--- config.mk ---
export PLATFORM = sky130hd
export DESIGN_NAME = bus_arbiter_flat
export DESIGN_NICKNAME = d
export VERILOG_FILES = /design/src/rtl/bus_arbiter_if.sv /design/src/rtl/bus_arbiter.sv /design/src/flat_wrapper.sv
export SDC_FILE = /design/constraint.sdc
export NUM_CORES = 1
export LEC_CHECK = 0
export ABC_AREA = 0
export CORE_MARGIN = 2
export CORE_UTILIZATION = 53
export CTS_CLUSTER_DIAMETER = 120
export DETAILED_ROUTE_END_ITERATION = 7
export GPL_TIMING_DRIVEN = 0
export HOLD_SLACK_MARGIN = 0.06
export PLACE_DENSITY = 0.89
export SLEW_MARGIN = 15
export SYNTH_ARGS = -nofsm -noshare
export SYNTH_HDL_FRONTEND = slang
export SYNTH_SLANG_ARGS = --single-unit
--- constraint.sdc ---
create_clock -name clk_i -period 5.2 [get_ports clk_i]
set_input_delay 0.52 -clock clk_i [delete_from_list [all_inputs] [get_ports clk_i]]
set_output_delay 0.52 -clock clk_i [all_outputs]
set_load 0.01 [all_outputs]
--- src/rtl/bus_arbiter_if.sv ---
// Bus between the masters and the arbiter/slave side of the shared serial bus.
interface bus_arbiter_if #(
  parameter int unsigned NMasters = 2
) ();
  localparam int unsigned OwnerW = $clog2(NMasters);

  logic [NMasters-1:0] m_req;
  logic [NMasters-1:0] m_util;
  logic [NMasters-1:0] m_rw;
  logic [NMasters-1:0] m_bus_out;
  logic [NMasters-1:0] m_grant;
  logic                s_util;
  logic                s_rw;
  logic                s_bus;
  logic                arb_busy;
  logic [OwnerW-1:0]   arb_owner;
  logic                timeout_err;
  logic                proto_err;

  // Master side: drives requests and serial data, observes grant and status.
  modport master (
    output m_req, m_util, m_rw, m_bus_out,
    input  m_grant, s_util, s_rw, s_bus, arb_busy, arb_owner, timeout_err, proto_err
  );

  // Arbiter side: consumes master signals, produces grant, muxed bus and status.
  modport slave (
    input  m_req, m_util, m_rw, m_bus_out,
    output m_grant, s_util, s_rw, s_bus, arb_busy, arb_owner, timeout_err, proto_err
  );
endinterface

--- src/rtl/bus_arbiter.sv ---
// Round-robin bus arbiter with idle-grant timeout, protocol check and owner mux.
module bus_arbiter #(
  parameter int unsigned NMasters    = 2,
  parameter int unsigned IdleTimeout = 16
) (
  input logic          clk_i,
  input logic          rstn_i,  // active-high synchronous reset
  bus_arbiter_if.slave bus_io
);
  localparam int unsigned      OwnerW  = $clog2(NMasters);
  localparam int unsigned      TcntW   = $clog2(IdleTimeout + 1);
  localparam logic [TcntW-1:0] TcntMax = TcntW'(IdleTimeout - 1);

  typedef enum logic [1:0] {StIdle, StGrant, StActive, StRelease} state_e;

  state_e              state_q, state_d;
  logic [NMasters-1:0] grant_q, grant_d;
  logic                busy_q, busy_d;
  logic [OwnerW-1:0]   owner_q, owner_d;
  logic [OwnerW-1:0]   last_q, last_d;
  logic [TcntW-1:0]    tcnt_q, tcnt_d;
  logic                tout_q, tout_d;
  logic                perr_q, perr_d;

  logic [OwnerW-1:0]   sel;
  logic                sel_valid;
  logic                own_req, own_util, others_req, idle_expired;
  int unsigned         idx;

  assign own_req      = bus_io.m_req[owner_q];
  assign own_util     = bus_io.m_util[owner_q];
  assign others_req   = |(bus_io.m_req & ~grant_q);
  assign idle_expired = (tcnt_q == TcntMax);

  // Round-robin pick: first requester scanning upward from the most recent owner.
  always_comb begin
    sel       = last_q;
    sel_valid = 1'b0;
    idx       = 0;
    for (int unsigned k = 1; k <= NMasters; k++) begin
      idx = (32'(last_q) + k) % NMasters;
      if (!sel_valid && bus_io.m_req[OwnerW'(idx)]) begin
        sel       = OwnerW'(idx);
        sel_valid = 1'b1;
      end
    end
  end

  // State register and registered outputs.
  always_ff @(posedge clk_i) begin
    if (rstn_i) begin
      state_q <= StIdle;
      grant_q <= '0;
      busy_q  <= 1'b0;
      owner_q <= '0;
      last_q  <= OwnerW'(NMasters - 1);
      tcnt_q  <= '0;
      tout_q  <= 1'b0;
      perr_q  <= 1'b0;
    end else begin
      state_q <= state_d;
      grant_q <= grant_d;
      busy_q  <= busy_d;
      owner_q <= owner_d;
      last_q  <= last_d;
      tcnt_q  <= tcnt_d;
      tout_q  <= tout_d;
      perr_q  <= perr_d;
    end
  end

  // Next-state logic; first UTIL beats both release causes and the timeout.
  always_comb begin
    state_d = state_q;
    unique case (state_q)
      StIdle, StRelease: state_d = sel_valid ? StGrant : StIdle;
      StGrant: begin
        if (own_util)                       state_d = StActive;
        else if (!own_req)                  state_d = StRelease;
        else if (idle_expired && others_req) state_d = StRelease;
      end
      StActive: if (!own_req) state_d = StRelease;
      default: state_d = StIdle;
    endcase
  end

  // Next values of grant, owner, pointer, idle counter and error pulses.
  always_comb begin
    grant_d = grant_q;
    busy_d  = busy_q;
    owner_d = owner_q;
    last_d  = last_q;
    tcnt_d  = tcnt_q;
    tout_d  = 1'b0;
    // Any UTIL from a master not holding the grant is a violation.
    perr_d  = |(bus_io.m_util & ~grant_q);
    unique case (state_q)
      StIdle, StRelease: begin
        if (sel_valid) begin
          grant_d      = '0;
          grant_d[sel] = 1'b1;
          busy_d       = 1'b1;
          owner_d      = sel;
          last_d       = sel;
          tcnt_d       = '0;
        end
      end
      StGrant: begin
        if (state_d == StRelease) begin
          grant_d = '0;
          busy_d  = 1'b0;
          // Owner still requesting means the release came from the timeout.
          tout_d  = own_req;
        end else if (!own_util && !idle_expired) begin
          tcnt_d = tcnt_q + TcntW'(1);
        end
      end
      StActive: begin
        if (state_d == StRelease) begin
          grant_d = '0;
          busy_d  = 1'b0;
        end
      end
      default: ;
    endcase
  end

  assign bus_io.m_grant     = grant_q;
  assign bus_io.arb_busy    = busy_q;
  assign bus_io.arb_owner   = owner_q;
  assign bus_io.timeout_err = tout_q;
  assign bus_io.proto_err   = perr_q;
  assign bus_io.s_util      = busy_q & own_util;
  assign bus_io.s_rw        = busy_q & bus_io.m_rw[owner_q];
  assign bus_io.s_bus       = busy_q & bus_io.m_bus_out[owner_q];
endmodule

--- src/flat_wrapper.sv ---
// flat-port wrapper written by rule: the top's interface ports become plain ports
module bus_arbiter_flat 
#(
  parameter int unsigned NMasters    = 2,
  parameter int unsigned IdleTimeout = 16
)
  (clk_i, rstn_i, bus_io_m_req, bus_io_m_util, bus_io_m_rw, bus_io_m_bus_out, bus_io_m_grant, bus_io_s_util, bus_io_s_rw, bus_io_s_bus, bus_io_arb_busy, bus_io_arb_owner, bus_io_timeout_err, bus_io_proto_err);
  bus_arbiter_if #(.NMasters(NMasters)) bus_io_i ();
  input logic clk_i;
  input logic rstn_i;
  input wire logic [$bits(bus_io_i.m_req)-1:0] bus_io_m_req;
  input wire logic [$bits(bus_io_i.m_util)-1:0] bus_io_m_util;
  input wire logic [$bits(bus_io_i.m_rw)-1:0] bus_io_m_rw;
  input wire logic [$bits(bus_io_i.m_bus_out)-1:0] bus_io_m_bus_out;
  output wire logic [$bits(bus_io_i.m_grant)-1:0] bus_io_m_grant;
  output wire logic [$bits(bus_io_i.s_util)-1:0] bus_io_s_util;
  output wire logic [$bits(bus_io_i.s_rw)-1:0] bus_io_s_rw;
  output wire logic [$bits(bus_io_i.s_bus)-1:0] bus_io_s_bus;
  output wire logic [$bits(bus_io_i.arb_busy)-1:0] bus_io_arb_busy;
  output wire logic [$bits(bus_io_i.arb_owner)-1:0] bus_io_arb_owner;
  output wire logic [$bits(bus_io_i.timeout_err)-1:0] bus_io_timeout_err;
  output wire logic [$bits(bus_io_i.proto_err)-1:0] bus_io_proto_err;
  assign bus_io_i.m_req = bus_io_m_req;
  assign bus_io_i.m_util = bus_io_m_util;
  assign bus_io_i.m_rw = bus_io_m_rw;
  assign bus_io_i.m_bus_out = bus_io_m_bus_out;
  assign bus_io_m_grant = bus_io_i.m_grant;
  assign bus_io_s_util = bus_io_i.s_util;
  assign bus_io_s_rw = bus_io_i.s_rw;
  assign bus_io_s_bus = bus_io_i.s_bus;
  assign bus_io_arb_busy = bus_io_i.arb_busy;
  assign bus_io_arb_owner = bus_io_i.arb_owner;
  assign bus_io_timeout_err = bus_io_i.timeout_err;
  assign bus_io_proto_err = bus_io_i.proto_err;
  bus_arbiter #(.NMasters(NMasters), .IdleTimeout(IdleTimeout)) u_core (.clk_i(clk_i), .rstn_i(rstn_i), .bus_io(bus_io_i));
endmodule
==> run metrics, run 1 <==
Setup Fix Bufs, Post-CTS 0; CP Class input pin to output port; critical-path cell list clkdlybuf4s50_1 -> mux2_2 -> and2_1 -> clkdlybuf4s50_1; Layout Skew ~1.1 ps; Vias per Instance ~6.1; TritonCTS clock tree built; Synth async-reset ratio 0; syn_nets around 120; GRT overflow 0; IO buf count 17; Final nets 140; final RePlAce weighted congestion approximately 0.86; crit-path max cell delay 520 ps; Sink Count 14; GRT Util Overall 0.215; Fmax achieved about 400 MHz; Syn Inst Count 104; Slew Limit Headroom 0.677; WP buf/inv 2; post-cts gate resize count 0; NetSw between 0.00008 and 0.00009 W; Arr. time, crit path about 2000 ps; antenna violations before repair 0; Mean Syn Cell Area around 8.7 µm²; Slew @ Worst Pin between 400 and 500 ps; Max IR drop VDD around 0.17 mV; antenna viol nets, final 0; most frequent CP cell clkdlybuf4s50_1; placed wire-length estimate roughly 1.5 mm; vias in the first global route 779; Slew Limit Fails 0; number of synthesized register bits 14; worst slack, placed 2660 ps; Post-synth EDFFs 0; ant diodes 0; Crit-path slowest cell clkdlybuf4s50_1; RSZ-0062 raised after global routing false; Tot Pwr approximately 0.00028 W; Avg WL per Cell between 10 and 15 µm; final period demand of the worst path approximately 2500 ps; register area about 280 µm²; final wirelength ~2.0 mm; CP Launch Type input pin; mux share of post-synthesis cell area 0.0931; largest family of logic cells by synthesized area compound AO/OA/AOI/OAI gates; worst setup margin between 2000 and 3000 ps; drt first pass iters 4; simple-gate area share of the yosys netlist 0.200; final period utilization 0.488; Leak Pwr between 0.4 and 0.5 nW; most instantiated cells after synthesis 14 x dfxtp_1, 10 x inv_1, 8 x a21oi_1, 8 x nand2_1, 7 x nor2_1; CTS H-tree lvls 1; Main synth FF type dfxtp_1; Final Util 0.731; CP delay by family, top buffers and inverters; largest area contributor in the netlist dfxtp_1; Ports 19; area taken by multi-input logic gates roughly 560 µm²; Post-Synth XOR/XNOR Area 0; status complete, no violations; clk_lat worst skew about 280 ps; Starting DRT DRC Count 22; Power per Cell Area 252 nW/µm²; CTS Root Cell clkbuf_4; Area Growth Syn to Fin 25.1%; max_cap viols 0; Synth Cell Area roughly 900 µm²; Pint 0.000198 W; Synth top area share 0.311; Seq/Total Area, Yosys 0.311; DR vias 857; Reg power frac 0.425; die footprint 2050 µm²; largest net degree at the start of global routing 11; clock network power share 0.278; Distinct cells, synth 36; Sw Ratio 0.304; clock buffer depth 2; first-pass GRT wire length about 3.2 mm; Die Y-Extent 45.2 µm; Comb power frac 0.297; TritonCTS buffer count 3; fill count around 140; core box area 1540 µm²; initial core utilization 0.584; Adder-Cell Fraction of Synth Area 0.0556; Synth Warn # 0; Compound-Gate Fraction of Synth Area 0.269; FP Rows 14; Die Wd 45.2 µm; Worst EP required between 4000 and 5000 ps; Worst-path clk slew approximately 80 ps; layout cells sized above 1 0.104; endpoint type of the worst setup path output port; Post-CTS Hold Buffers 0; Area contributors post-synth dfxtp_1 31%, ha_1 5.6%, mux2i_1 5.6%, a21oi_1 4.4%, inv_1 4.2%; Finish-stage setup viols 0; Residual DRC 0; Fin. Hold Viols 0; count leader, synth dfxtp_1; critical-path maximum fanout 4; Hold Crit Class flop to flop; setup_tns 0 ps
## registers in the layout (all words and copies together) (netlist names)
| signal | flops |
|---|---|
| u_core.tcnt_q | 5 |
| u_core.bus_io.proto_err | 1 |
| u_core.bus_io.m_grant | 2 |
| u_core.bus_io.arb_busy | 1 |
| u_core.bus_io.arb_owner | 1 |
| u_core.last_q | 1 |
| u_core.bus_io.timeout_err | 1 |
| u_core.state_q | 2 |
## metal layers
metal  GRT usage  routed length (µm)
met1       0.288                 860
met5           0                   0
met2       0.351                 949
met4      0.0706                  23
met3      0.0360                 123
## cell families (layout without fill, tap and decap cells)
| logic type | count (synthesis) | after routing |
|---|---|---|
| adders and majority gates | 4 | 4 |
| buffers and inverters | 15 | 36 |
| DFF | 14 | 14 |
| AOI/OAI and AO/OA | 30 | 30 |
| muxes | 7 | 7 |
| and+or+nand+nor | 34 | 34 |
## worst min-delay path, delay by kind of cell, from the launching register on
kind,cells,cell delay (ps)
AO/OA/AOI/OAI,1,50
buffers and inverters,1,50
flip-flops,1,330
## cell usage in the layout, fill, tap and decap left out, types with 2 or more instances in the layout
cell type / Yosys / layout
ha_1: 4 / 4
nand3_1: 3 / 3
clkbuf_1: 4 / 4
nor2b_1: 5 / 5
o31ai_1: 2 / 2
clkbuf_4: 0 / 3
nor2_1: 7 / 7
nand3b_1: 2 / 2
a21oi_1: 8 / 8
nor4_1: 2 / 2
clkdlybuf4s50_1: 0 / 17
nor3_1: 2 / 2
nand2_1: 8 / 8
mux2i_1: 5 / 5
o21ai_0: 5 / 5
o22ai_1: 2 / 2
dfxtp_1: 14 / 14
o32ai_1: 2 / 2
inv_1: 10 / 10
## power groups by stage
stage                clock, W  combinational, W  sequential [W]
global placement            0         0.0000816        0.000123
CTS                 0.0000803         0.0000842        0.000121
floorplan                   0         0.0000522        0.000124
global route        0.0000843         0.0000919        0.000122
detailed placement          0         0.0000835        0.000123
finish              0.0000791         0.0000843        0.000121
## path summary, 6_finish.rpt
check,start,to,cells past startpoint,slack (ps)
worst max-delay path,bus_io_m_util[0],bus_io_s_util,4,2660
worst min-delay path,u_core.tcnt_q[1],u_core.tcnt_q[1],2,480
worst max register to register,u_core.tcnt_q[0],u_core.tcnt_q[3],7,2990
worst min register to register,u_core.tcnt_q[1],u_core.tcnt_q[1],2,480
## area by class of cell
type / count / area share
clock buffer: 4 / 0.0322
multi-input combinational: 75 / 0.494
timing repair buffer: 17 / 0.151
inverter: 10 / 0.0333
tap: 16 / 0.0178
buffer: 5 / 0.0233
sequential: 14 / 0.249
## per-stage QoR
stage | hold slack (ps) | cell area (µm²) | cells
after global placement | 453 | 1090 | 137
after CTS | 481 | 1130 | 141
after global routing | 505 | 1130 | 141
after floorplan | 439 | 901 | 104
final | 483 | 1130 | 141
after detailed placement | 467 | 1090 | 137
No activity file was read; power rests on OpenSTA's default activity.
==> inputs of run 2 (changes only) <==
- CORE_UTILIZATION: 53 -> 49
- PLACE_DENSITY: 0.89 -> 0.83
- clock period: 5.2 -> 2.37 ns (I/O delays scaled with it)
==> run 2 against run 1 <==
  * Clock power grew 68%
  * First-iteration DRC count shrank 36%
  * Sequential share of layout area grew 0.055 points
  * Cell count grew 5.7%
  * Clock skew is essentially flat
  * Core utilization shrank 8.0 points
  * Largest cell class unchanged
  * Design area shrank 0.22%
  * Power grew 100%
  * Clock-buffer cell count shrank 1
  * Critical path type is now flop to flop
==> run metrics, run 2 (same netlist as run 1, synthesis figures left out) <==
status complete, no violations (unchanged); vias in the first global route 674 (was 779); Die Y-Extent 46.9 µm (was 45.2 µm); setup_tns 0 ps (unchanged); crit-path max cell delay 380 ps (was 520 ps); RSZ-0062 raised after global routing false (unchanged); Fmax achieved 455 MHz; Slew Limit Fails 0 (unchanged); Sw Ratio 0.314 (was 0.304); Starting DRT DRC Count 14 (was 22); most frequent cells in the layout 17 x clkdlybuf4s50_1, 14 x dfxtp_1, 10 x inv_1 (unchanged); DR vias 819 (was 857); CP Class flop to flop (was input pin to output port); antenna viol nets, final 0 (unchanged); Slew Limit Headroom 0.698 (was 0.677); final wirelength 1.86 mm (was 1.96 mm); TritonCTS buffer count 3 (unchanged); clock buffer depth 2 (unchanged); WP buf/inv 0 (was 2); Final nets 140 (unchanged); Layout Skew 1.57 ps (was 1.08 ps); first-pass GRT wire length 2.93 mm (was 3.24 mm); critical-path cell list ha_1 -> and3_1 -> ha_1 -> nand3b_1 -> or3_1 -> o2bb2a_4 -> o32ai_1 (was clkdlybuf4s50_1 -> mux2_2 -> and2_1 -> clkdlybuf4s50_1); Crit-path slowest cell or3_1 (was clkdlybuf4s50_1); Reg with most FFs u_core.tcnt_q (unchanged); critical-path maximum fanout 6 (was 4); initial core utilization 0.522 (was 0.584); CTS H-tree lvls 1 (unchanged); post-cts gate resize count 0 (unchanged); most frequent CP cell ha_1 (was clkdlybuf4s50_1); Finish-stage setup viols 0 (unchanged); placed wire-length estimate 1.49 mm (was 1.52 mm); GRT Util Overall 0.187 (was 0.215); Area Growth Syn to Fin 24.9% (was 25.1%); Worst EP required 2550 ps (was 4680 ps); drt first pass iters 4 (unchanged); Fin. Hold Viols 0 (unchanged); die footprint 2200 µm² (was 2050 µm²); IO buf count 17 (unchanged); clk_lat worst skew 270 ps (was 280 ps); final period utilization 0.927; clock network power share 0.229 (was 0.278); max FFs per register 5 (unchanged); Arr. time, crit path 2380 ps (was 2020 ps); Ports 19 (unchanged); Reg power frac 0.454 (was 0.425); max_cap viols 0 (unchanged); CP delay by family, top simple AND/OR/NAND/NOR gates (was buffers and inverters); largest net degree at the start of global routing 11 (unchanged); Post-CTS Hold Buffers 0 (unchanged); Sink Count 14 (unchanged); ant diodes 0 (unchanged); endpoint type of the worst setup path flop (was output port); TritonCTS clock tree built (unchanged); most common cell after layout, fill and taps aside clkdlybuf4s50_1 (unchanged); final period demand of the worst path 2200 ps; Slew @ Worst Pin 452 ps (was 483 ps); layout cells sized above 1 0.0968 (was 0.104); NetSw 0.000183 W (was 0.0000865 W); Comb power frac 0.316 (was 0.297); Leak Pwr 0.416 nW (was 0.423 nW); Die Wd 46.9 µm (was 45.2 µm); Avg WL per Cell 12.5 µm (was 13.9 µm); CTS Root Cell clkbuf_4 (unchanged); CP Launch Type flop (was input pin); Worst-path clk slew 80 ps (about the same); Power per Cell Area 517 nW/µm² (was 252 nW/µm²); Vias per Instance 5.50 (was 6.08); Max IR drop VDD 0.361 mV (was 0.173 mV); core box area 1730 µm² (was 1540 µm²); Hold Crit Class input pin to flop (was flop to flop); Pint 0.000399 W (was 0.000198 W); Residual DRC 0 (unchanged); Setup Fix Bufs, Post-CTS 0 (unchanged); antenna violations before repair 0 (unchanged); FP Rows 15 (was 14); final RePlAce weighted congestion 0.825 (was 0.860); GRT overflow 0 (unchanged); Min Hold Slack 399 ps (was 483 ps)
==> run 2: path summary, 6_finish.rpt <==
path | startpoint | to | slack (ps) | cells past startpoint
setup / recovery | u_core.tcnt_q[0] | u_core.tcnt_q[2] | 170 | 7
hold / removal | bus_io_m_req[1] | u_core.last_q | 400 | 3
setup reg to reg | u_core.tcnt_q[0] | u_core.tcnt_q[2] | 170 | 7
hold reg to reg | u_core.tcnt_q[4] | u_core.tcnt_q[4] | 470 | 2
==> run 2: routing by layer <==
metal / up-vias / global-route usage / part of all wire
li1: 420 / - / -
met2: 15 / 0.304 / 0.49
met4: 0 / 0.0833 / 0.015
met3: 4 / 0.0115 / 0.027
met5: - / 0 / 0
met1: 380 / 0.254 / 0.47
==> run 2: cell type report <==
type | instances | area (µm²)
Fill cell | 152 | 602
Multi-Input combinational cell | 75 | 557
Sequential cell | 14 | 280
Timing Repair Buffer | 17 | 170
Inverter | 10 | 37.5
Tap cell | 25 | 31.3
Buffer | 5 | 26.3
Clock buffer | 3 | 22.5
==> run 2: stage by stage <==
step	utilization	std cells	cell area, µm²	setup slack, ps	total power (W)
6_report	0.651	149	1120	174	0.000582
3_5_place_dp	0.638	146	1100	139	0.000454
5_1_grt	0.651	149	1120	32.5	0.000617
3_3_place_gp	0.638	146	1100	158	0.000449
4_1_cts	0.651	149	1120	164	0.000585
2_1_floorplan	-	104	901	365	0.000387
==> run 2: power by group through the flow <==
stage,Clock (W),Sequential [W],Combinational [W]
3_5_place_dp,0,0.000270,0.000184
4_1_cts,0.000137,0.000265,0.000184
5_1_grt,0.000148,0.000267,0.000202
6_report,0.000133,0.000264,0.000184
3_3_place_gp,0,0.000269,0.000179
2_1_floorplan,0,0.000272,0.000115
==> run 2: worst reg2reg max path, delay by kind of cell (launching register included) <==
family | cells | cell delay [ps]
compound gates | 2 | 470
simple gates | 3 | 840
fa+ha+maj | 2 | 460
flops | 1 | 340
